## src/rtl/act_q15_pkg.sv

```systemverilog
// act_q15_pkg: shared constants for the Q1.15 tanh/sigmoid activation unit
package act_q15_pkg;
  localparam logic [15:0] TANH_LUT [0:8] = '{
    16'd0, 16'd4075, 16'd8025, 16'd11743, 16'd15143,
    16'd18173, 16'd20813, 16'd23066, 16'd24956
  };
  localparam logic FUNC_TANH = 1'b0;
  localparam logic FUNC_SIGMOID = 1'b1;
  localparam logic signed [15:0] Q15_HALF = 16'sd16384;
endpackage

```

## src/rtl/act_pwl_core.sv

```systemverilog
// act_pwl_core: combinational piecewise-linear tanh from sign, segment and fraction
// ACTQ15_ROUND_EN selects round-half-up interpolation instead of truncation.
module act_pwl_core
  import act_q15_pkg::*;
(
  input  logic               sign,
  input  logic [3:0]         k,
  input  logic [11:0]        f,
  output logic signed [15:0] r
);
`ifdef ACTQ15_ROUND_EN
  localparam logic [27:0] RND = 28'd2048;
`else
  localparam logic [27:0] RND = 28'd0;
`endif
  logic [3:0]  kc;
  logic [3:0]  kn;
  logic [15:0] dt;
  logic [15:0] term;
  logic [15:0] mag;
  logic [27:0] prod;
  // the last segment (k=8) has zero slope, so it collapses to T[8]
  always_comb begin
    kc   = (k > 4'd8) ? 4'd8 : k;
    kn   = (kc == 4'd8) ? kc : kc + 4'd1;
    dt   = TANH_LUT[kn] - TANH_LUT[kc];
    prod = 28'(dt) * 28'(f);
    term = 16'((prod + RND) >> 12);
    mag  = TANH_LUT[kc] + term;
    r    = sign ? -$signed(mag) : $signed(mag);
  end
endmodule

```

## src/rtl/activation_approx_q15.sv

```systemverilog
// activation_approx_q15: 2-stage pipelined Q1.15 tanh/sigmoid, one sample per cycle
// Build with ACTQ15_ROUND_EN for rounded interpolation.
module activation_approx_q15
  import act_q15_pkg::*;
(
  input  logic               clk,
  input  logic               rst,
  input  logic               valid_in,
  input  logic               func_sel,
  input  logic signed [15:0] x,
  output logic               valid_out,
  output logic signed [15:0] y
);
  logic               v1_d, v1_q, func_d, func_q, sign_d, sign_q, vo_d, vo_q;
  logic [3:0]         k_d, k_q;
  logic [11:0]        f_d, f_q;
  logic [15:0]        mag;
  logic signed [15:0] op, r, y_d, y_q;
  // sigmoid(x) = 0.5 + tanh(x/2)/2, so the operand is halved before the core
  always_comb begin
    op     = (func_sel == FUNC_SIGMOID) ? (x >>> 1) : x;
    mag    = op[15] ? 16'(-op) : 16'(op);
    v1_d   = valid_in;
    func_d = func_sel;
    sign_d = op[15];
    k_d    = mag[15:12];
    f_d    = mag[11:0];
    vo_d   = v1_q;
    y_d    = !v1_q ? y_q : (func_q == FUNC_SIGMOID) ? Q15_HALF + (r >>> 1) : r;
  end
  act_pwl_core u_core (
    .sign (sign_q),
    .k    (k_q),
    .f    (f_q),
    .r    (r)
  );
  always_ff @(posedge clk) begin
    if (rst) begin
      v1_q   <= 1'b0;
      func_q <= 1'b0;
      sign_q <= 1'b0;
      k_q    <= 4'd0;
      f_q    <= 12'd0;
      vo_q   <= 1'b0;
      y_q    <= 16'sd0;
    end else begin
      v1_q   <= v1_d;
      func_q <= func_d;
      sign_q <= sign_d;
      k_q    <= k_d;
      f_q    <= f_d;
      vo_q   <= vo_d;
      y_q    <= y_d;
    end
  end
  assign valid_out = vo_q;
  assign y         = y_q;
endmodule

```

## config.mk

```make
export PLATFORM = sky130hd
export DESIGN_NAME = activation_approx_q15
export DESIGN_NICKNAME = d
export VERILOG_FILES = /design/src/rtl/act_q15_pkg.sv /design/src/rtl/act_pwl_core.sv /design/src/rtl/activation_approx_q15.sv
export SDC_FILE = /design/constraint.sdc
export NUM_CORES = 1
export LEC_CHECK = 0
export ABC_AREA = 1
export CAP_MARGIN = 25
export CORE_ASPECT_RATIO = 1.1
export CORE_UTILIZATION = 53
export CTS_CLUSTER_SIZE = 8
export DETAILED_ROUTE_END_ITERATION = 12
export HOLD_SLACK_MARGIN = 0.12
export PLACE_DENSITY = 0.73
export SYNTH_ARGS = -nofsm -noshare
export SYNTH_HDL_FRONTEND = slang
export SYNTH_HIERARCHICAL = 1
export SYNTH_SLANG_ARGS = --single-unit
```

## constraint.sdc

```tcl
create_clock -name clk -period 8.5 [get_ports clk]
set_input_delay 1.275 -clock clk [delete_from_list [all_inputs] [get_ports clk]]
set_output_delay 1.275 -clock clk [all_outputs]
set_load 0.005 [all_outputs]
```

Word-level counts from Yosys, hierarchy flattened

Memory sizes are Yosys's and may differ from the RTL's.
Cells that the tools add are included.

Flip-flop bits (word level): 36
ROM bits: 512
Output and inout port bits: 17
Logic and storage cells: 35
Memories: 2

Memories:

| memory           | depth | width | rd ports | clocked after memory_dff | write ports | line               | RTL |
|---|---|---|---|---|---|---|---|
| (name not given) | 16    | 16    | 1        | 0                        | 0           | act_pwl_core.sv:26 | `dt = TANH_LUT[kn] - TANH_LUT[kc];` |
| (name not given) | 16    | 16    | 1        | 0                        | 0           | act_pwl_core.sv:26 |  |

Add/sub/neg operators: 6
Multipliers: 1
$lt $le $gt $ge: 3
Equality and inequality tests: 1
Mux-type cells: 10
Bitwise gates (word level): 3
Reduce and logical (&&, ||, !) cells: 1

Operators with widths:

| operator                                                        | number |
|---|---|
| 16-bit two-way mux                                              | 6 |
| 16-bit negation                                                 | 2 |
| 15-bit two-way mux                                              | 2 |
| 16-bit by 12-bit multiplier with 28-bit output                  | 1 |
| 16-bit by 15-bit adder with 16-bit output, first input constant | 1 |
| 16-bit adder                                                    | 1 |
| 16-bit subtractor                                               | 1 |
| 5-bit greater-or-equal comparator, second input constant        | 2 |
| 4-bit inverter with 5-bit output                                | 2 |
| 4-bit two-way mux                                               | 2 |
| 4-bit by 1-bit adder with 4-bit output, second input constant   | 1 |
| 4-bit equality test, second input constant                      | 1 |
| 4-bit > comparator, second input constant                       | 1 |
| 2-bit OR reduction                                              | 1 |
| 1-bit inverter                                                  | 1 |

Logic depth before layout (Yosys ltp)

Depth in word-level cells: 15
Gate-level depth with buffers: 62

Cells and area by module

The synthesis kept the hierarchy.

By module, submodules not included:

| module                | instances | cells an instance | area each (um^2) | seq. area each (um^2) |
|---|---|---|---|---|
| act_pwl_core          | 1         | 1,221             | 8,577.0          | 0.0 |
| activation_approx_q15 | 1         | 277               | 1,931.9          | 720.7 |

Least setup slack after synthesis

OpenSTA, ideal clock, no wires.

Kind: reg2reg
Start: register k_q[3]
End: register y_q[14], in the netlist y[14]
Arrival: 9.044 ns
Data required time: 8.384 ns
Setup slack: -0.660 ns
Cell stages (with the launch flop): 54
Path buffers: 1
Clock period less this slack: 9.160 ns
Path through: dfxtp_1 buf_4 nor2_1 inv_1 ha_1 nand2_1 inv_1 nor2_1 inv_1 ha_1 o21ai_0 a21oi_1 fa_1 nand3_1 nand3_1 nand3_1 nand2_1 xor2_1 [... 18 more ...] nand2_1 nand2_1 nand3_1 nand2_1 a21oi_1 nand2_1 nand2_1 nand2_1 inv_1 nand3_1 nand2_1 nand2_1 nand2_1 nand2_1 a21oi_1 o21ai_0 o211ai_1 inv_1

Word-level cells in the longest chain between the ends: 15
Elaborated cells between the ends (all ways): 20
Classes of those cells: add/sub: 5; mul: 1; order compare: 1; eq/ne: 1; mux: 8; bitwise: 2; memory: 2

Ends and longest elaborated chain:

| element                                                                       | line                        | RTL |
|---|---|---|
| from (decl)                                                                   | activation_approx_q15.sv:15 | `logic [3:0] k_d, k_q;` |
| from (signal assigned)                                                        | activation_approx_q15.sv:50 | `k_q <= k_d;` |
| 4-bit > comparator                                                            | act_pwl_core.sv:24          | `kc = (k > 4'd8) ? 4'd8 : k;` |
| 4-bit two-way mux *                                                           | act_pwl_core.sv:24          |  |
| 4-bit by 1-bit adder with 4-bit output or 4-bit equality test (tied branches) | act_pwl_core.sv:25          | `kn = (kc == 4'd8) ? kc : kc + 4'd1;` |
| 4-bit two-way mux                                                             | act_pwl_core.sv:25          |  |
| 4-bit inverter with 5-bit output (not written as such)                        | act_pwl_core.sv:26          |  |
| memory read 16 x 16 bit                                                       | -                           |  |
| 16-bit two-way mux (not written as such) (2 in a row)                         | act_pwl_core.sv:26          |  |
| 16-bit subtractor                                                             | act_pwl_core.sv:26          |  |
| 16-bit by 12-bit multiplier with 28-bit output                                | act_pwl_core.sv:27          | `prod = 28'(dt) * 28'(f);` |
| 16-bit adder *                                                                | act_pwl_core.sv:29          | `mag = TANH_LUT[kc] + term;` |
| 16-bit negation                                                               | act_pwl_core.sv:30          | `r = sign ? -$signed(mag) : $signed(mag);` |
| 16-bit two-way mux *                                                          | act_pwl_core.sv:30          |  |
| net r[14]                                                                     | activation_approx_q15.sv:18 | `logic signed [15:0] op, r, y_d, y_q;` |
| 16-bit by 15-bit adder with 16-bit output                                     | activation_approx_q15.sv:29 | `y_d = !v1_q ? y_q : (func_q == FUNC_SIGMOID) ? Q15_HALF + (r >>> 1) : r;` |
| 16-bit two-way mux *                                                          | activation_approx_q15.sv:29 |  |
| to (signal assigned)                                                          | activation_approx_q15.sv:53 | `y_q <= y_d;` |
| to (decl)                                                                     | activation_approx_q15.sv:18 |  |

The timed path passes the listed nets; every way through them passes the cells marked *. The select of a mux whose other input is x is not followed.
A chain may end at the register's enable or synchronous reset.

Worst setup path in the final report

Start: register k_q[0]
End: register y_q[14], in the netlist y[14]

The elaborated chain is that of the path after synthesis.

==> results.ini <==
[clock_network]
cts-buffers-inserted = 5
clock_latency_ps = 290
cts_tree = done
clkTransAtPathRegs_ps = 50
cts_buffer_depth = 2
cts_sinks = 36
holdBufCountCts = 0
ctsHtreeMaxLevel = 2
cts_root_buf = clkbuf_16

[sta]
worstMarginPinSlew_ps = 725
relSlewSlack = 0.516
rsz0062_at_grt = yes
layout_setup_ws_ps = -498
setup_viol = 11
min_period_ps = 9000
slew_viol_final = 0
hold_viol_final = 0
fmax_mhz = 111
fin_crit_sh = 1.06
finClkSkew_ps = 4.92

[yosys]
ys_seq_area_frac = 0.0686
synth_top_family_by_area = adder cells
yosysWarnings = 6
synth_simple_gate_area_share = 0.274
synth-edff-count = 0
ys_ff_latch = 36
syn_nets = 1762
synth_flop_cell = dfxtp_1
synth-compound-area-share = 0.102
async_flop_share = 0
synth_cell_type_count = 56
synthAdderAreaFrac = 0.391
synthXorXnorAreaFrac = 0.0363
syn-instance-count = 1498
netlist_area_um2 = 10500
synth_mux_area_frac = 0
synth_area_per_cell_um2 = 7.02

[detailed_routing]
drc = 0
viasPerCell = 5.49
initialDrtViolationCount = 783
postRouteAntennaNets = 0
vias = 11100
firstDrtPassIters = 6
routed_wl_mm = 35.2
routedWlPerCell_um = 17.4

[cells_and_area]
area_growth_syn_to_layout_pct = 41.0
nets = 2041
drive_gt1_frac = 0.355
mostFrequentLayoutCells = nand2_1 (278), inv_1 (265), buf_4 (247)
antennaDiodeCount = 0
finalCoreUtilization = 0.768
final_common_cell = nand2_1

[place]
post-dp-hpwl_mm = 25.7
place_congestion = 0.990
portBuffers = 36

[setup_path]
cp-start-kind = flop
path_max_fanout = 5
cp_common_cell = fa_1
reg2regPathDepth = 54
worst_ep_arrival_time_ps = 9170
max_stage_delay_ps = 550
reg2reg_slack_ps = -500
end_kind = flop
rr_endpoint = y[14]
reg2reg_from = k_q[0]
required_ps = 8670
crit_path_top_delay_cell = fa_1
path_class = reg -> reg

[floorplanning]
start_util = 0.545
core_um2 = 19300
die-area_um2 = 20400
rows = 53
die_w_um = 136
pin_count = 37
die_h_um = 150

[grt]
antenna_found_initial = 0
first_global_vias = 11400
use_met3 = 0.0410
grt_pass1_wl_mm = 53.7
grtUsageMet1 = 0.372
grt_max_degree = 32
gr-usage-met2 = 0.608
overflow = 0
grt_util_all_layers = 0.339
top_usage_layer = met2

[run_status]
violations = setup timing
outcome = finished, violations left

[min_path]
min_path_cells = 2
hp-start = y[14]
min_to = y[14]
hp-class = reg -> reg

[job]
max-cap-violations = 0

repair_timing:
| item | in CTS | in global routing |
|---|---|---|
| hold endpoints to repair | 0 | 0 |
| gates resized for setup | 199 | 155 |
| setup endpoints to repair | 16 | 16 |
| setup buffers | 47 | 20 |
| pin swaps | 155 | 125 |
| gates cloned | 0 | 0 |
worst max path at each step:
stage,start,to,slack (ps),cells past startpoint
finish,k_q[0],y[14],-500,54
global route,k_q[0],y[14],-840,51
CTS,k_q[3],y[14],-160,56
detailed placement,k_q[3],y[14],-750,51
global placement,k_q[3],y[14],-660,51
floorplan,k_q[0],y[14],2,53
layer usage:
layer  wire, um  vias up  share of wire
met1      12700     5310           0.36
met3       2010      173          0.057
li1           -     5169              -
met2      17900      462           0.51
met4       2610        0          0.074
met5          0        -              0
cell type report:
cell class | count | area [um^2]
well taps | 247 | 309
fillers | 1312 | 4480
repair buffers | 306 | 2480
flip-flops and latches | 36 | 726
clock buffers | 7 | 143
multi-input cells | 1121 | 9980
inverters | 307 | 1160
clock inverters | 1 | 7.51
per-stage QoR:
stage / hold slack [ps] / instances / setup TNS (ps) / instance area [um^2] / worst slack, ps
6_report: 493 / 2025 / -3640 / 14800 / -498
5_1_grt: 513 / 2025 / -8210 / 14800 / -842
4_1_cts: 500 / 2005 / -843 / 14000 / -164
3_5_place_dp: 480 / 1950 / -7230 / 12600 / -747
3_3_place_gp: 486 / 1950 / -6090 / 12600 / -659
2_1_floorplan: 472 / 1498 / 0 / 10600 / 2.20
synth_stat cells, drive strengths merged, types with 4 or more instances:
cell	instances	area, um^2
a21oi	94	485
buf	10	97.6
clkbuf	24	95.1
clkinv	7	26.3
dfxtp	36	721
fa	141	2820
ha	103	1290
inv	300	1130
nand2	367	1490
nand3	81	453
nand4	9	62.6
nor2	158	646
nor3	7	40.0
nor4	4	25.0
o211ai	6	45.0
o21ai	67	384
or2	22	138
xnor2	18	173
xor2	20	209
critical path, delay by kind of cell (launching register included):
| kind | cells | cell delay, ps |
|---|---|---|
| adders and majority gates | 9 | 3610 |
| and+or+nand+nor | 21 | 2170 |
| AOI/OAI and AO/OA | 12 | 1590 |
| buffers and inverters | 11 | 970 |
| DFF | 1 | 330 |
| xor gates and xnor gates | 1 | 180 |
cells by family after synthesis:
logic type                 after synthesis
and+or+nand+nor                        651
buffers and inverters                  341
adders and majority gates              244
AOI/OAI and AO/OA                      188
xor gates and xnor gates                38
DFF                                     36
state kept, by name (all words and copies together) (netlist names):
register   flops
k_q            4
y             16
f_q           12
v1_q           1
valid_out      1
sign_q         1
func_q         1
Power is left out: the tool's default activity adds up to more than one toggle a clock period on the data nets, which glitch-free logic cannot reach.
